File: src/rtl/passthru_8b_rr_arb_pkg.sv
// -----------------------------------------------------------------------------
// passthru_8b_rr_arb_pkg
//
// Shared definitions for the two-requester round-robin pass-through buffer:
//   - NBITS_DEFAULT : default message width (8 bits)
//   - buf_state_e   : output buffer state (EMPTY / FULL)
//   - rr_grant()    : one-hot grant for two requesters given the priority
//                     pointer (pointer names the requester favoured on a tie)
// -----------------------------------------------------------------------------
package passthru_8b_rr_arb_pkg;

    localparam int NBITS_DEFAULT = 8;

    typedef enum logic {
        EMPTY = 1'b0,
        FULL  = 1'b1
    } buf_state_e;

    // A lone requester always wins; on a tie the pointer decides.
    function automatic logic [1:0] rr_grant(input logic [1:0] req, input logic ptr);
        logic [1:0] gnt;
        gnt = 2'b00;
        case (req)
            2'b01:   gnt = 2'b01;
            2'b10:   gnt = 2'b10;
            2'b11:   gnt = ptr ? 2'b10 : 2'b01;
            default: gnt = 2'b00;
        endcase
        return gnt;
    endfunction

endpackage : passthru_8b_rr_arb_pkg

File: src/rtl/rr_arb_2.sv
// -----------------------------------------------------------------------------
// rr_arb_2
//
// Two-requester round-robin arbiter: combinational one-hot grant plus the
// priority pointer register.
//
// Ports:
//   clk_i    : clock, rising-edge
//   reset_ni : asynchronous active-low reset (pointer returns to 0)
//   req_i    : request vector, bit X = requester X wants service
//   en_i     : a granted request was actually served this cycle
//   gnt_o    : one-hot grant (all zero when nobody requests)
//   ptr_o    : current priority pointer (debug visibility)
// -----------------------------------------------------------------------------
module rr_arb_2
    import passthru_8b_rr_arb_pkg::*;
(
    input  logic       clk_i,
    input  logic       reset_ni,
    input  logic [1:0] req_i,
    input  logic       en_i,
    output logic [1:0] gnt_o,
    output logic       ptr_o
);

    logic ptr_q;
    logic ptr_d;

    assign gnt_o = rr_grant(req_i, ptr_q);
    assign ptr_o = ptr_q;

    // After serving requester X the other one gets priority. The pointer
    // only moves when a grant turns into a real transfer.
    always_comb begin
        ptr_d = ptr_q;
        if (en_i) begin
            ptr_d = gnt_o[0];
        end
    end

    always_ff @(posedge clk_i or negedge reset_ni) begin
        if (!reset_ni) begin
            ptr_q <= 1'b0;
        end else begin
            ptr_q <= ptr_d;
        end
    end

endmodule : rr_arb_2

File: src/rtl/passthru_8b_rr_arb.sv
// -----------------------------------------------------------------------------
// passthru_8b_rr_arb
//
// Two requesters share one registered output slot through a round-robin
// arbiter. Messages pass through unmodified with one cycle of latency and
// full throughput (drain and refill in the same cycle).
//
// Handshake: every port uses valid/ready. A transfer happens exactly at a
// rising edge where val and rdy are both 1. A requester may not make val
// depend on rdy; rdy here depends only on the vals, out_rdy and internal
// state, never on message data.
//
// Ports:
//   clk            : clock, rising-edge
//   reset          : asynchronous active-low reset
//   in0_val/rdy/msg: requester 0 channel
//   in1_val/rdy/msg: requester 1 channel
//   out_val/rdy    : output channel handshake
//   out_msg        : registered message
//   out_src        : index of the requester that produced out_msg
//   dbg_state_o    : buffer FSM state (debug)
//   dbg_ptr_o      : arbiter priority pointer (debug)
// -----------------------------------------------------------------------------
module passthru_8b_rr_arb
    import passthru_8b_rr_arb_pkg::*;
#(
    parameter int NBITS = NBITS_DEFAULT
) (
    input  logic             clk,
    input  logic             reset,
    input  logic             in0_val,
    output logic             in0_rdy,
    input  logic [NBITS-1:0] in0_msg,
    input  logic             in1_val,
    output logic             in1_rdy,
    input  logic [NBITS-1:0] in1_msg,
    output logic             out_val,
    input  logic             out_rdy,
    output logic [NBITS-1:0] out_msg,
    output logic             out_src,
    output buf_state_e       dbg_state_o,
    output logic             dbg_ptr_o
);

    buf_state_e       state_q;
    buf_state_e       state_d;
    logic [NBITS-1:0] msg_q;
    logic [NBITS-1:0] msg_d;
    logic             src_q;
    logic             src_d;

    logic [1:0]       gnt;
    logic             can_accept;
    logic             xfer;
    logic [NBITS-1:0] sel_msg;

    rr_arb_2 u_arb (
        .clk_i    (clk),
        .reset_ni (reset),
        .req_i    ({in1_val, in0_val}),
        .en_i     (xfer),
        .gnt_o    (gnt),
        .ptr_o    (dbg_ptr_o)
    );

    // The slot can take a new message when empty, or when full and the
    // consumer drains it in the same cycle.
    assign can_accept = (state_q == EMPTY) || out_rdy;

    // Gating with reset keeps both rdys low for the whole reset window,
    // even though the buffer already reads EMPTY then.
    assign in0_rdy = reset & can_accept & gnt[0];
    assign in1_rdy = reset & can_accept & gnt[1];

    assign xfer    = (in0_val & in0_rdy) | (in1_val & in1_rdy);
    assign sel_msg = gnt[1] ? in1_msg : in0_msg;

    always_comb begin
        state_d = state_q;
        msg_d   = msg_q;
        src_d   = src_q;
        case (state_q)
            EMPTY: begin
                if (xfer) begin
                    state_d = FULL;
                    msg_d   = sel_msg;
                    src_d   = gnt[1];
                end
            end
            FULL: begin
                if (out_rdy) begin
                    if (xfer) begin
                        state_d = FULL;
                        msg_d   = sel_msg;
                        src_d   = gnt[1];
                    end else begin
                        // Drained: payload registers keep their last value.
                        state_d = EMPTY;
                    end
                end
            end
            default: begin
                state_d = EMPTY;
            end
        endcase
    end

    always_ff @(posedge clk or negedge reset) begin
        if (!reset) begin
            state_q <= EMPTY;
            msg_q   <= '0;
            src_q   <= 1'b0;
        end else begin
            state_q <= state_d;
            msg_q   <= msg_d;
            src_q   <= src_d;
        end
    end

    assign out_val     = (state_q == FULL);
    assign out_msg     = msg_q;
    assign out_src     = src_q;
    assign dbg_state_o = state_q;

endmodule : passthru_8b_rr_arb

File: config.mk
export PLATFORM = sky130hd
export DESIGN_NAME = passthru_8b_rr_arb
export DESIGN_NICKNAME = d
export VERILOG_FILES = /design/src/rtl/passthru_8b_rr_arb_pkg.sv /design/src/rtl/rr_arb_2.sv /design/src/rtl/passthru_8b_rr_arb.sv
export SDC_FILE = /design/constraint.sdc
export NUM_CORES = 1
export LEC_CHECK = 0
export CORE_MARGIN = 4
export CORE_UTILIZATION = 35
export CTS_BUF_LIST = sky130_fd_sc_hd__clkbuf_4 sky130_fd_sc_hd__clkbuf_8
export CTS_CLUSTER_SIZE = 14
export DETAILED_ROUTE_END_ITERATION = 8
export GPL_TIMING_DRIVEN = 1
export PLACE_DENSITY = 0.77
export SLEW_MARGIN = 10
export SYNTH_ARGS = -nofsm -noshare
export SYNTH_HDL_FRONTEND = slang
export SYNTH_SLANG_ARGS = --single-unit
export TNS_END_PERCENT = 10
File: constraint.sdc
create_clock -name clk -period 1.55 [get_ports clk]
set_input_delay 0.31 -clock clk [delete_from_list [all_inputs] [get_ports clk]]
set_output_delay 0.31 -clock clk [all_outputs]
set_load 0.005 [all_outputs]
### After elaboration in Yosys (flattened, before gate mapping)

Cells that the tools add are included.

* muxes and demuxes: 12
* eq/ne operators: 4
* bitwise logic cells: 7
* reductions and logical operators: 1

Operator list (number)
* 2-to-1 mux 8 bit: 3
* one-hot mux 8 bit (2 select lines): 1
* one-hot mux 2 bit (3 select lines): 1
* bitwise AND 1 bit: 5
* equality test 2 bit (second input constant): 2
* 2-to-1 mux 1 bit: 4
* one-hot mux 1 bit (2 select lines): 2
* equality test 2 x 1 -> 1 bit (second input constant): 1
* 2-to-1 mux 2 bit: 1
* inequality test 2 bit (second input constant): 1
* logical OR 1 bit: 1
* NOT 1 bit: 1
* bitwise OR 1 bit: 1

* output and inout bits: 14
* register bits: 11
* input bits: 21
* logic and storage cells: 28

### Depth between registers and ports, before layout

Gate-level depths: netlist of the first run.

* word-level depth: 9
* depth in mapped cells: 5
* gate-level depth less buffers: 3

### Cells and area by module

Synthesis of the first run repeated with hierarchy kept, for this count alone.

* cell total of the unflattened synthesis: 42
* area total of the unflattened synthesis: 641.9 µm²

By module, submodules not included
* passthru_8b_rr_arb: sequential area each 250.2 µm², area an instance 579.3 µm², instances 1, cells each 37
* rr_arb_2: sequential area each 25.0 µm², area an instance 62.6 µm², instances 1, cells each 5

### Worst setup path after synthesis of the first run

OpenSTA, ideal clock, no wires.

* path type: register -> output
* from: register state_q, in the netlist dbg_state_o
* to: output in1_rdy
* arrival: 1255 ps
* data required time: 1240 ps
* stages on the path, launching flop included: 6
* buffers on the path: 2
* slack: -15 ps
* path through: dfrtp_1 > nor2b_4 > buf_6 > or3_4 > buf_6 > nor2_1

* word-level cells in the longest chain between the ends: 4

Ends and longest elaborated chain
* start: declaration: line passthru_8b_rr_arb.sv:45 `buf_state_e state_q;`
* start signal: assignment: line passthru_8b_rr_arb.sv:114 `state_q <= state_d;`
* NOT 1 bit
* logical OR 1 bit: line passthru_8b_rr_arb.sv:68 `assign can_accept = (state_q == EMPTY) || out_rdy;`
* bitwise AND 1 bit (2 in a row): line passthru_8b_rr_arb.sv:73 `assign in1_rdy = reset & can_accept & gnt[1];`
* end: declaration: line passthru_8b_rr_arb.sv:35 `output logic in1_rdy,`

Every way passes these cells.

### Final worst setup path of the first run

Same ends and word-level chain as after synthesis.

==> metrics.txt, run 1 <==
run status finished, violations left; violated checks setup timing; Synth Area in XOR/XNOR 0%; Simple-Gate Fraction of Synth Area 14.12%; Initial Util 36.96%; Initial DRT Pass Iterations 4; multiplexer area fraction after synthesis 0%; worst-path fanout max 2; power share of the combinational group 41.8%; initial antenna violation count 0; global-route wire length before repair 3470 um; # setup viols final 2; top cell type's share of synthesized area approximately 43%; PD cells 905.2 nW/um2; CP startpoint kind register; Static Leakage 0.5137 nW; main combinational cell family by area after synthesis compound AO/OA/AOI/OAI gates; Vias/cell 5.096; GP Congestion 0.7608; Synth Area in Compound Gates 35.49%; Top FF cell, synth dfrtp_1; total clock sinks 11; Num CTS Buffers 3; FMAX around 560 MHz; All-Layer GR Usage 17.94%; slew at the pin closest to its max-slew limit ~0.32 ns; Vias 693; row count 15; Slew Viols, Final 0; share of power burned in registers 36.6%; port buffer count 34; fraction of registers with async set/reset 100.0%; Hold Violations, Final 0; critical path class register to output port; Arr. time, crit path 1.47 ns; fraction of layout cells with a size suffix above 1 33.33%; Setup Skew 0.003542 ns; CP Capture Type output port; full die area 2570 um2; clock share of power 21.6%; # fillers 156; Int Pwr 0.7214 mW; Sw Share 29.39%; Antenna Cells 0; CTS tree yes; io pins 35; Yosys warnings 0; worst hold slack 0.2361 ns; DR WL/cell 14.58 um; CORE AREA 1727 um2; clock root cell clkbuf_4; fin crit period 1.779 ns; PnR worst setup slack -0.2287 ns; Reg clk slew, reported paths 0.07 ns; grt ovf 0; largest net degree at the start of global routing 14; P&R area growth vs syn 76.86%; Crit path required time 1.24 ns; Hold Path Class input pin to asynchronous set/reset pin; number of global-route vias before repair 735; Hold Buf Count CTS 0; Max H-tree Level 1; #FFs+latches synth 11; dpl ws -0.6046 ns; Synth area leader dfrtp_1; clk buf depth 2; RSZ-0062 raised after global routing true; Peak VDD IR 510.5 uV; Final #Nets 133; most numerous cell in the Yosys netlist dfrtp_1; maxcap violations 0; Netlist cell types 20; remaining antenna violation count after routing 0; Synth Area in Adders 0%; switching pwr 0.3003 mW; syn_area_per_cell a little over 10 um2; Tcrit/Tclk final 114.8%; die height between 50 and 60 um; post-synthesis sequential area ratio 43.14%; Post-synth top cells 11 x dfrtp_1, 9 x a21oi_1, 9 x nor2_1, 9 x o31ai_1, 7 x o31ai_2; Cell Area, Synth 638.1 um2; ranking of synthesized cells by area dfrtp_1 43%, o31ai_2 14%, o31ai_1 11%; max_slew headroom between 70% and 80%; syn nets 83; number of synthesized flops with an enable pin 0; drt drc 0; FF-to-FF setup slack 0.01 ns; First DRT Iteration DRCs 3; Syn Inst Count 62; DRT Wirelength 1983 um; worst skew pair latency ~0.27 ns; DP HPWL 1400 um; Die W about 51 um
-- what timing repair did --
action | 4_1_cts | 5_1_grt
endpoints found under the setup margin | 6 | 12
resized for setup | 13 | 5
pin swaps | 1 | 1
setup buffers | 3 | 0
-- cell usage in the layout, fill, tap and decap left out --
cell type / n
dlymetal6s2s_1: 2
a41oi_1: 1
nor2_1: 8
buf_4: 15
clkbuf_2: 1
nor2_2: 2
nor2b_4: 1
or2b_4: 1
dfrtp_1: 11
a21oi_1: 9
and3_4: 1
clkbuf_4: 4
buf_2: 1
buf_6: 1
nand2b_1: 1
inv_1: 2
o31ai_2: 8
or3_4: 1
o31ai_1: 8
clkdlybuf4s50_1: 25
nand2_1: 1
a21boi_2: 1
a31oi_1: 1
dlygate4sd2_1: 5
-- layer usage --
metal	vias to the layer above	track usage, %	wire length, um
met5	-	0	0
li1	328	-	-
met1	334	21.86	819
met3	2	5.045	160
met4	0	5.381	15
met2	29	30.43	988
-- critical path, stage by stage (launching register included) --
cell and delay (ns):
dfrtp_1 0.38, buf_4 0.13, nor2b_4 0.11, or3_4 0.37
nor2_2 0.09, buf_2 0.11
-- registers in the layout, indices dropped and copies added (netlist names) --
signal / flops
u_arb.ptr_o: 1
out_src: 1
out_msg: 8
dbg_state_o: 1
-- worst paths after layout --
path | from | end | depth (start not counted)
max in group asynchronous | reset | out_msg[6] | 3
worst max register to register | dbg_state_o | out_msg[3] | 5
worst max-delay path | dbg_state_o | in1_rdy | 5
worst min-delay path | reset | out_msg[1] | 3
worst min register to register | out_msg[2] | out_msg[2] | 2
min in group clk | out_msg[2] | out_msg[2] | 2
-- power by group through the flow --
stage / combinational [mW] / clock (mW) / sequential [mW]
after floorplan: 0.163 / 0 / 0.389
after global placement: 0.418 / 0 / 0.378
after detailed placement: 0.425 / 0 / 0.379
after CTS: 0.433 / 0.228 / 0.374
after global routing: 0.470 / 0.239 / 0.381
final: 0.427 / 0.220 / 0.374
-- cell type report --
class / count / area, um2 / share of cell area [%]
clock buffers: 4 / 30.03 / 2.661
inverters: 2 / 7.507 / 0.6652
multi-input cells: 44 / 331.6 / 29.38
flip-flops and latches: 11 / 275.3 / 24.39
well taps: 25 / 31.28 / 2.772
repair buffers: 50 / 452.9 / 40.13
-- logic make-up after synthesis --
group,Yosys count
buffers and inverters,7
DFF,11
and+or+nand+nor,16
AOI/OAI and AO/OA,28
-- through the flow --
| step | area (um2) | power, mW | setup TNS [ns] | instances | util (%) |
|---|---|---|---|---|---|
| after floorplan | 640.6 | 0.5528 | 0 | 62 | - |
| after global placement | 1071 | 0.7954 | -3.194 | 129 | 62.03 |
| after detailed placement | 1071 | 0.8039 | -3.419 | 129 | 62.03 |
| after CTS | 1125 | 1.035 | -0.5061 | 136 | 65.14 |
| after global routing | 1129 | 1.090 | -0.7242 | 136 | 65.36 |
| final | 1129 | 1.022 | -0.2802 | 136 | 65.36 |
Power figures use the tool's default switching activity.
==> inputs of run 2 (changes only) <==
CTS_CLUSTER_DIAMETER = 30   (was default)
SKIP_LAST_GASP = 1   (was default)
==> run 2 against run 1 <==
The flow still finishes with violations (setup timing). Non-clock buffer count stayed put. Final cell count stayed put. Critical path depth unchanged. Worst hold slack got worse by 0.0019 ns. Maximum frequency about the same. Largest cell class unchanged.
==> metrics.txt, run 2 (same netlist as run 1, synthesis figures left out) <==
run status finished, violations left; violated checks setup timing; Arr. time, crit path between 1 and 1.5 ns; Final #Nets 133; # setup viols final 3; CTS tree yes; dpl ws -0.6046 ns; initial antenna violation count 0; port buffer count 34; clock root cell clkbuf_4; most frequent cells in the layout 28 x clkdlybuf4s50_1, 15 x buf_4, 11 x dfrtp_1; CORE AREA between 1500 and 2000 um2; final instance area 1124 um2; grt ovf 0; grt met1 use 21.31%; DRT Wirelength between 1500 and 2000 um; Final Instance Count excl. Fillers 136; global-route wire length before repair 3443 um; cell area after placement 1071 um2; Vias ~690; die height 50.70 um; critical path class register to output port; PD cells just over 900 nW/um2; Vias/cell 5.088; DP HPWL 1400 um; largest net degree at the start of global routing 14; All-Layer GR Usage 17.82%; Reg clk slew, reported paths roughly 0.070 ns; number of global-route vias before repair between 700 and 800; Die W 50.70 um; Hold Path Class input pin to asynchronous set/reset pin; drt drc 0; setup TNS -0.4545 ns; slew at the pin closest to its max-slew limit 0.3217 ns; row count 15; most common cell after layout, fill and taps aside clkdlybuf4s50_1; maxcap violations 0; Antenna Cells 0; Top Usage Layer GRT met2; Max H-tree Level 1; Static Leakage 0.4944 nW; Peak VDD IR 494.2 uV; full die area 2570 um2; remaining antenna violation count after routing 0; FMAX roughly 560 MHz; Initial Util 36.96%; Global Route met3 Usage 5.045%; met2 Usage GRT 30.65%; Setup Skew between 0.003 and 0.004 ns; First DRT Iteration DRCs 5; worst-path fanout max 2; fin crit period 1.779 ns; Hold Buf Count CTS 0; io pins 35; Initial DRT Pass Iterations 4; DP Cell Count 129; Slew Viols, Final 0; P&R area growth vs syn 76.08%; fraction of layout cells with a size suffix above 1 around a third; total clock sinks 11; clk buf depth 2; FF-to-FF setup slack 0 ns; worst skew pair latency between 0.2 and 0.3 ns; RSZ-0062 raised after global routing true; GP Congestion 0.7608; DR WL/cell roughly 15 um; Largest register FFs 8; Num CTS Buffers 3; CP startpoint kind register; Tcrit/Tclk final 114.8%; Hold Violations, Final 0; Crit path required time 1.24 ns; Layout Utilization approximately 65%; # fillers 160; PnR worst setup slack -0.2292 ns; CP Capture Type output port; max_slew headroom 78.55%
run 2: layout make-up:
class,instances,area [um2],area share [%]
timing repair buffer,50,452.9,40.31
multi-input combinational,44,326.6,29.06
sequential,11,275.3,24.50
tap,25,31.28,2.784
clock buffer,4,30.03,2.673
inverter,2,7.507,0.6682
run 2: worst max-delay path, cell delays in order, from the launching register on:
cell and delay (ns):
dfrtp_1 0.38, buf_4 0.13, nor2b_4 0.11, or3_4 0.37, nor2_2 0.09, buf_2 0.11
run 2: per-layer routing:
metal  part of all wire [%]  vias to the layer above
met4                   0.76                        0
li1                       -                      327
met1                     40                      331
met2                     51                       32
met3                    8.2                        2
met5                      0                        -
run 2: repair_timing:
action                                  4_1_cts  5_1_grt
endpoints found under the hold margin         0        0
endpoints found under the setup margin        6       13
gates resized for setup                      11        1
buffers inserted                              3        0
pin swaps                                     1        1
run 2: worst paths after layout:
| path | cells past startpoint | endpoint | startpoint |
|---|---|---|---|
| worst max-delay path | 5 | in1_rdy | dbg_state_o |
| worst min-delay path | 3 | out_msg[7] | reset |
| worst max register to register | 5 | out_msg[0] | dbg_state_o |
| worst min register to register | 2 | out_msg[2] | out_msg[2] |
| max in group asynchronous | 3 | out_msg[5] | reset |
| min in group clk | 2 | out_msg[2] | out_msg[2] |
run 2: through the flow:
| stage | power, mW | hold WS (ns) |
|---|---|---|
| 6_report | 1.026 | 0.2343 |
| 5_1_grt | 1.093 | 0.2497 |
| 4_1_cts | 1.037 | 0.2228 |
| 3_5_place_dp | 0.8039 | 0.4912 |
| 3_3_place_gp | 0.7954 | 0.4842 |
| 2_1_floorplan | 0.5528 | 0.01441 |
run 2: report_power, final:
| part | leakage (nW) | switching (mW) | internal, mW | total [mW] |
|---|---|---|---|---|
| Clock | 0.0184 | 0.103 | 0.117 | 0.220 |
| Combinational | 0.343 | 0.165 | 0.266 | 0.432 |
| Sequential | 0.133 | 0.0303 | 0.344 | 0.374 |
==> inputs of run 3 (changes only) <==
SLEW_MARGIN = 20   (was 10)
==> results of run 3 <==
The final DEF is identical to that of run 2; final timing and power are the same.
